`src/rtl/div_pkg.sv`:
```
// Shared definitions for the sequential restoring divider: FSM state
// encodings and the default operand width.
package div_pkg;

   localparam int DIV_W_DEFAULT = 16;

   localparam logic [1:0] ST_IDLE = 2'd0;
   localparam logic [1:0] ST_RUN  = 2'd1;
   localparam logic [1:0] ST_FIX  = 2'd2;
   localparam logic [1:0] ST_DONE = 2'd3;

   typedef enum logic [1:0] {
      IDLE = ST_IDLE,
      RUN  = ST_RUN,
      FIX  = ST_FIX,
      DONE = ST_DONE
   } state_t;

endpackage

```
`src/rtl/div_step.sv`:
```
// One restoring-division iteration: shift {rem, quo} left by one, trial
// subtract the divisor over W+1 bits, keep or restore the partial remainder.
module div_step
   import div_pkg::*;
#(
   parameter int W = DIV_W_DEFAULT
) (
   input  logic [W-1:0] i_rem,
   input  logic [W-1:0] i_quo,
   input  logic [W-1:0] i_div,
   output logic [W-1:0] o_rem,
   output logic [W-1:0] o_quo
);

   logic [W:0] w_part;
   logic [W:0] w_diff;
   logic       w_borrow;

   // Since rem < div on entry, the W+1-bit difference lies in [-div, div-1],
   // so its top bit is exactly the borrow.
   always_comb begin
      w_part   = {i_rem, i_quo[W-1]};
      w_diff   = w_part - {1'b0, i_div};
      w_borrow = w_diff[W];
      o_rem    = w_borrow ? w_part[W-1:0] : w_diff[W-1:0];
      o_quo    = {i_quo[W-2:0], ~w_borrow};
   end

endmodule

```
`src/rtl/div_seq.sv`:
```
// Sequential signed/unsigned divider: one restoring step per cycle over the
// operand magnitudes, followed by a sign-fixup cycle.
module div_seq
   import div_pkg::*;
#(
   parameter int W  = DIV_W_DEFAULT,
   parameter int CW = $clog2(W)
) (
   input  logic         clk,
   input  logic         clrn,
   input  logic         start,
   input  logic         sgn,
   input  logic [W-1:0] a,
   input  logic [W-1:0] b,
   output logic [W-1:0] q,
   output logic [W-1:0] r,
   output logic         busy,
   output logic         ready,
   output logic         dbz,
   output logic         ovf
);

   localparam logic [W-1:0]  MIN_VAL  = {1'b1, {(W-1){1'b0}}};
   localparam logic [W-1:0]  ONE      = {{(W-1){1'b0}}, 1'b1};
   localparam logic [CW-1:0] CNT_LAST = CW'(W-1);
   localparam logic [CW-1:0] CNT_ONE  = {{(CW-1){1'b0}}, 1'b1};

   state_t        r_state;
   state_t        w_next;
   logic          w_accept;

   logic [CW-1:0] r_cnt;
   logic [W-1:0]  r_a;
   logic [W-1:0]  r_b;
   logic [W-1:0]  r_div;
   logic [W-1:0]  r_rem;
   logic [W-1:0]  r_quo;
   logic [W-1:0]  r_q;
   logic [W-1:0]  r_r;
   logic          r_sgn;
   logic          r_sa;
   logic          r_sb;
   logic          r_dbz;
   logic          r_ovf;

   logic          w_a_neg;
   logic          w_b_neg;
   logic [W-1:0]  w_a_abs;
   logic [W-1:0]  w_b_abs;
   logic [W-1:0]  w_rem_nx;
   logic [W-1:0]  w_quo_nx;
   logic          w_min_m1;
   logic [W-1:0]  w_q_fix;
   logic [W-1:0]  w_r_fix;

   function automatic logic [W-1:0] f_neg(input logic [W-1:0] x);
      return ~x + ONE;
   endfunction

   // Operand magnitudes; MIN maps onto itself, which is the correct unsigned magnitude.
   always_comb begin
      w_a_neg = sgn & a[W-1];
      w_b_neg = sgn & b[W-1];
      w_a_abs = w_a_neg ? f_neg(a) : a;
      w_b_abs = w_b_neg ? f_neg(b) : b;
   end

   div_step #(.W(W)) u_step (
      .i_rem (r_rem),
      .i_quo (r_quo),
      .i_div (r_div),
      .o_rem (w_rem_nx),
      .o_quo (w_quo_nx)
   );

   // Final result selection: divide-by-zero, MIN / -1, or sign-corrected magnitudes.
   always_comb begin
      w_min_m1 = r_sgn && (r_a == MIN_VAL) && (r_b == {W{1'b1}});
      w_q_fix  = (r_sa ^ r_sb) ? f_neg(r_quo) : r_quo;
      w_r_fix  = r_sa ? f_neg(r_rem) : r_rem;
      if (r_dbz) begin
         w_q_fix = {W{1'b1}};
         w_r_fix = r_a;
      end else if (w_min_m1) begin
         w_q_fix = MIN_VAL;
         w_r_fix = '0;
      end
   end

   // State register.
   always_ff @(posedge clk or negedge clrn) begin
      if (!clrn) r_state <= IDLE;
      else       r_state <= w_next;
   end

   // Next-state and status outputs; a start is only honoured when not busy.
   always_comb begin
      w_next   = r_state;
      w_accept = 1'b0;
      busy     = 1'b0;
      ready    = 1'b0;
      case (r_state)
         IDLE, DONE: begin
            ready = (r_state == DONE);
            if (start) begin
               w_accept = 1'b1;
               w_next   = (b == '0) ? FIX : RUN;
            end
         end
         RUN: begin
            busy = 1'b1;
            if (r_cnt == CNT_LAST) w_next = FIX;
         end
         FIX: begin
            busy   = 1'b1;
            w_next = DONE;
         end
         default: w_next = IDLE;
      endcase
   end

   // Datapath: latch operands on accept, iterate in RUN, publish results in FIX.
   always_ff @(posedge clk or negedge clrn) begin
      if (!clrn) begin
         r_cnt <= '0;
         r_a   <= '0;
         r_b   <= '0;
         r_div <= '0;
         r_rem <= '0;
         r_quo <= '0;
         r_q   <= '0;
         r_r   <= '0;
         r_sgn <= 1'b0;
         r_sa  <= 1'b0;
         r_sb  <= 1'b0;
         r_dbz <= 1'b0;
         r_ovf <= 1'b0;
      end else if (w_accept) begin
         r_cnt <= '0;
         r_a   <= a;
         r_b   <= b;
         r_div <= w_b_abs;
         r_rem <= '0;
         r_quo <= w_a_abs;
         r_q   <= '0;
         r_r   <= '0;
         r_sgn <= sgn;
         r_sa  <= w_a_neg;
         r_sb  <= w_b_neg;
         r_dbz <= (b == '0);
         r_ovf <= 1'b0;
      end else if (r_state == RUN) begin
         r_rem <= w_rem_nx;
         r_quo <= w_quo_nx;
         r_cnt <= (r_cnt == CNT_LAST) ? '0 : r_cnt + CNT_ONE;
      end else if (r_state == FIX) begin
         r_q   <= w_q_fix;
         r_r   <= w_r_fix;
         r_ovf <= w_min_m1 & ~r_dbz;
      end
   end

   assign q   = r_q;
   assign r   = r_r;
   assign dbz = r_dbz;
   assign ovf = r_ovf;

endmodule

```
`config.mk`:
```
export PLATFORM = sky130hd
export DESIGN_NAME = div_seq
export DESIGN_NICKNAME = d
export VERILOG_FILES = /design/src/rtl/div_pkg.sv /design/src/rtl/div_step.sv /design/src/rtl/div_seq.sv
export SDC_FILE = /design/constraint.sdc
export NUM_CORES = 1
export LEC_CHECK = 0
export BUFFER_PORTS_ARGS = -buffer_cell sky130_fd_sc_hd__buf_2
export CAP_MARGIN = 5
export CORE_AREA = 2 2 119 121
export CTS_CLUSTER_SIZE = 40
export DETAILED_ROUTE_END_ITERATION = 16
export DIE_AREA = 0 0 121 123
export PLACE_DENSITY = 0.74
export RECOVER_POWER = 50
export SKIP_CTS_REPAIR_TIMING = 1
export SLEW_MARGIN = 10
export SYNTH_ARGS = -nofsm -noshare
export SYNTH_HDL_FRONTEND = slang
export SYNTH_SLANG_ARGS = --single-unit
```
`constraint.sdc`:
```
create_clock -name clk -period 6.2 [get_ports clk]
set_clock_uncertainty 0.2 [all_clocks]
set_input_delay 0.31 -clock clk [delete_from_list [all_inputs] [get_ports clk]]
set_output_delay 0.31 -clock clk [all_outputs]
set_load 0.1 [all_outputs]
```
==> results.json <==
{
  "cp_max_fo": 64,
  "synth-async-reset-ratio_pct": 100,
  "gr-total-overflow": 0,
  "clock_sinks": 122,
  "dieArea_sq_mm": 0.0149,
  "h-tree-depth": 4,
  "grt_max_degree": 93,
  "rows": 43,
  "dp_hpwl_mm": 13.1,
  "num_antenna_cells": 0,
  "met1_length_mm": 8.81,
  "cts_made_buffers": 17,
  "ant_nets": 0,
  "min_period_ns": 3.97,
  "syn_to_final_growth_pct": 17.5,
  "tightest_slew_ns": 3.44,
  "hp-class": "in -> reg",
  "slew_headroom_pct": -129,
  "synth_edf_count": 0,
  "synth_flop_cell": "dfrtp_1",
  "crit_type": "in -> async",
  "synth.area.mux_share_pct": 2.61,
  "synthXorXnorAreaFrac_pct": 8.00,
  "hold-worst-slack_ns": -0.0160,
  "port_buffers": 71,
  "seq_area_frac_synth_pct": 41.6,
  "core_area_sq_mm": 0.0136,
  "status": "finished, violations left",
  "syn_nets": 931,
  "synth.avg_cell_area_sq_um": 8.43,
  "track_usage_pct": 26.7,
  "synth_compound_area_share_pct": 18.8,
  "setup_tns_ns": 0,
  "rsz0062_at_grt": "false",
  "finalSetupViolations": 0,
  "synth_seq_cells": 122,
  "arrival_ns": 4.24,
  "routedWlPerCell_um": 17.0,
  "drc": 0,
  "dr.pass1.iters": 5,
  "synthAdderAreaFrac_pct": 4.37,
  "drive_gt1_share_pct": 9.47,
  "yosys.area_share.simple_pct": 19.6,
  "start_kind": "input port",
  "wl_met3_mm": 1.28,
  "netlist_area_sq_mm": 0.00733,
  "drt-initial-drc-count": 551,
  "clk_pin_slew_ns": 0.06,
  "hold_viol_final": 3,
  "fp.dieH_um": 123,
  "cts_tree": "built",
  "cp.required_ns": 6.47,
  "slew_viol_final": 131,
  "yosys_warnings": 0,
  "max_freq_mhz": 252,
  "clk_path_buf_depth": 2,
  "die_w_um": 121,
  "ios": 72,
  "fin_util_pct": 63.3,
  "grt_pass1_vias": 5925,
  "top_layer_used": "met4",
  "syn_inst": 870,
  "grt_antenna_before_repair": 0,
  "yosysUniqueCellTypes": 67,
  "violations": "negative hold slack, max-capacitance violations, max-slew violations",
  "wl_met2_mm": 9.01,
  "drv_cap": 2,
  "vias": 6521,
  "via_per_inst": 5.72,
  "nets": 1009,
  "fin_crit_sh_pct": 64.0,
  "clkLatencyLatePin_ns": 0.42,
  "routed_wl_mm": 19.4,
  "globalplace.congestion": 0.893,
  "start_util_pct": 53.9,
  "crit_path_end_kind": "asynchronous set/reset pin",
  "synth_top_family_by_area": "simple AND/OR/NAND/NOR gates",
  "grt_pass1_wl_mm": 30.9,
  "ctsRootBufferMaster": "clkbuf_16"
}
## area by class of cell
type	instances	area, sq um
Timing Repair Buffer	102	597
Multi-Input combinational cell	664	3930
Sequential cell	122	3050
Fill cell	1148	4990
Clock inverter	15	236
Tap cell	180	225
Clock buffer	17	425
Inverter	41	154
## logic make-up after synthesis
| logic type | Yosys count |
|---|---|
| simple gates | 330 |
| xor+xnor | 67 |
| flops | 122 |
| fa+ha+maj | 25 |
| buf+inv | 84 |
| mux | 19 |
| compound gates | 223 |
## worst paths after layout
path | endpoint | from | depth (start not counted) | slack (ns)
min in group asynchronous | q[12] | clrn | 2 | 1.40
min reg2reg | r_b[4] | r_b[4] | 2 | 0.27
min | r_quo[1] | a[1] | 3 | -0.02
max | r_b[11] | clrn | 3 | 2.23
max reg2reg | r_quo[15] | r_state[0] | 6 | 2.37
max in group clk | r_quo[15] | r_state[0] | 6 | 2.37
## flip-flops by register name (all words and copies together), names as in the netlist
| name | flops |
|---|---|
| q | 16 |
| r_a | 16 |
| ovf | 1 |
| r_cnt | 4 |
| r_state | 2 |
| r_sgn | 1 |
| r_rem | 16 |
| r_sa | 1 |
| dbz | 1 |
| r_div | 15 |
| r | 16 |
| r_sb | 1 |
| r_quo | 16 |
| r_b | 16 |
## synthesized netlist by cell type, drive strengths merged, types with 15 or more instances
master	n	area, sq um
a21oi	50	254
dfrtp	122	3050
nor2	53	199
xor2	17	149
nand2	192	723
nand3	15	75.1
mux2i	18	180
o21ai	86	434
a31oi	18	113
clkbuf	34	158
ha	24	300
inv	41	154
xnor2	50	438
## worst max-delay path: stages
cell           delay, ns
dlygate4sd3_1       0.52
clkbuf_1            2.42
buf_4               0.94
## through the flow
stage / cell area (sq um) / worst slack (ns) / std cells
floorplan: 7330 / 3.32 / 870
global placement: 7780 / 2.88 / 1086
detailed placement: 7780 / 2.80 / 1086
CTS: 8440 / 2.76 / 1118
global route: 8620 / 1.42 / 1141
finish: 8620 / 2.23 / 1141
## cell usage in the layout (no fill, tap or decap), types with 23 or more instances in the layout
| cell | n |
|---|---|
| a21oi_1 | 49 |
| buf_2 | 35 |
| clkbuf_1 | 37 |
| dfrtp_1 | 122 |
| dlygate4sd3_1 | 23 |
| ha_1 | 23 |
| inv_1 | 40 |
| nand2_1 | 190 |
| nor2_1 | 53 |
| o21ai_0 | 84 |
| xnor2_1 | 50 |
## metal layers
metal,track usage (%),vias up
li1,-,3174
met1,37.7,3058
met2,41.8,255
met3,5.30,34
met4,8.36,0
met5,0,-
Power is not shown: default switching activity piles up to over one toggle a cycle in this logic, so the estimate is an artifact.
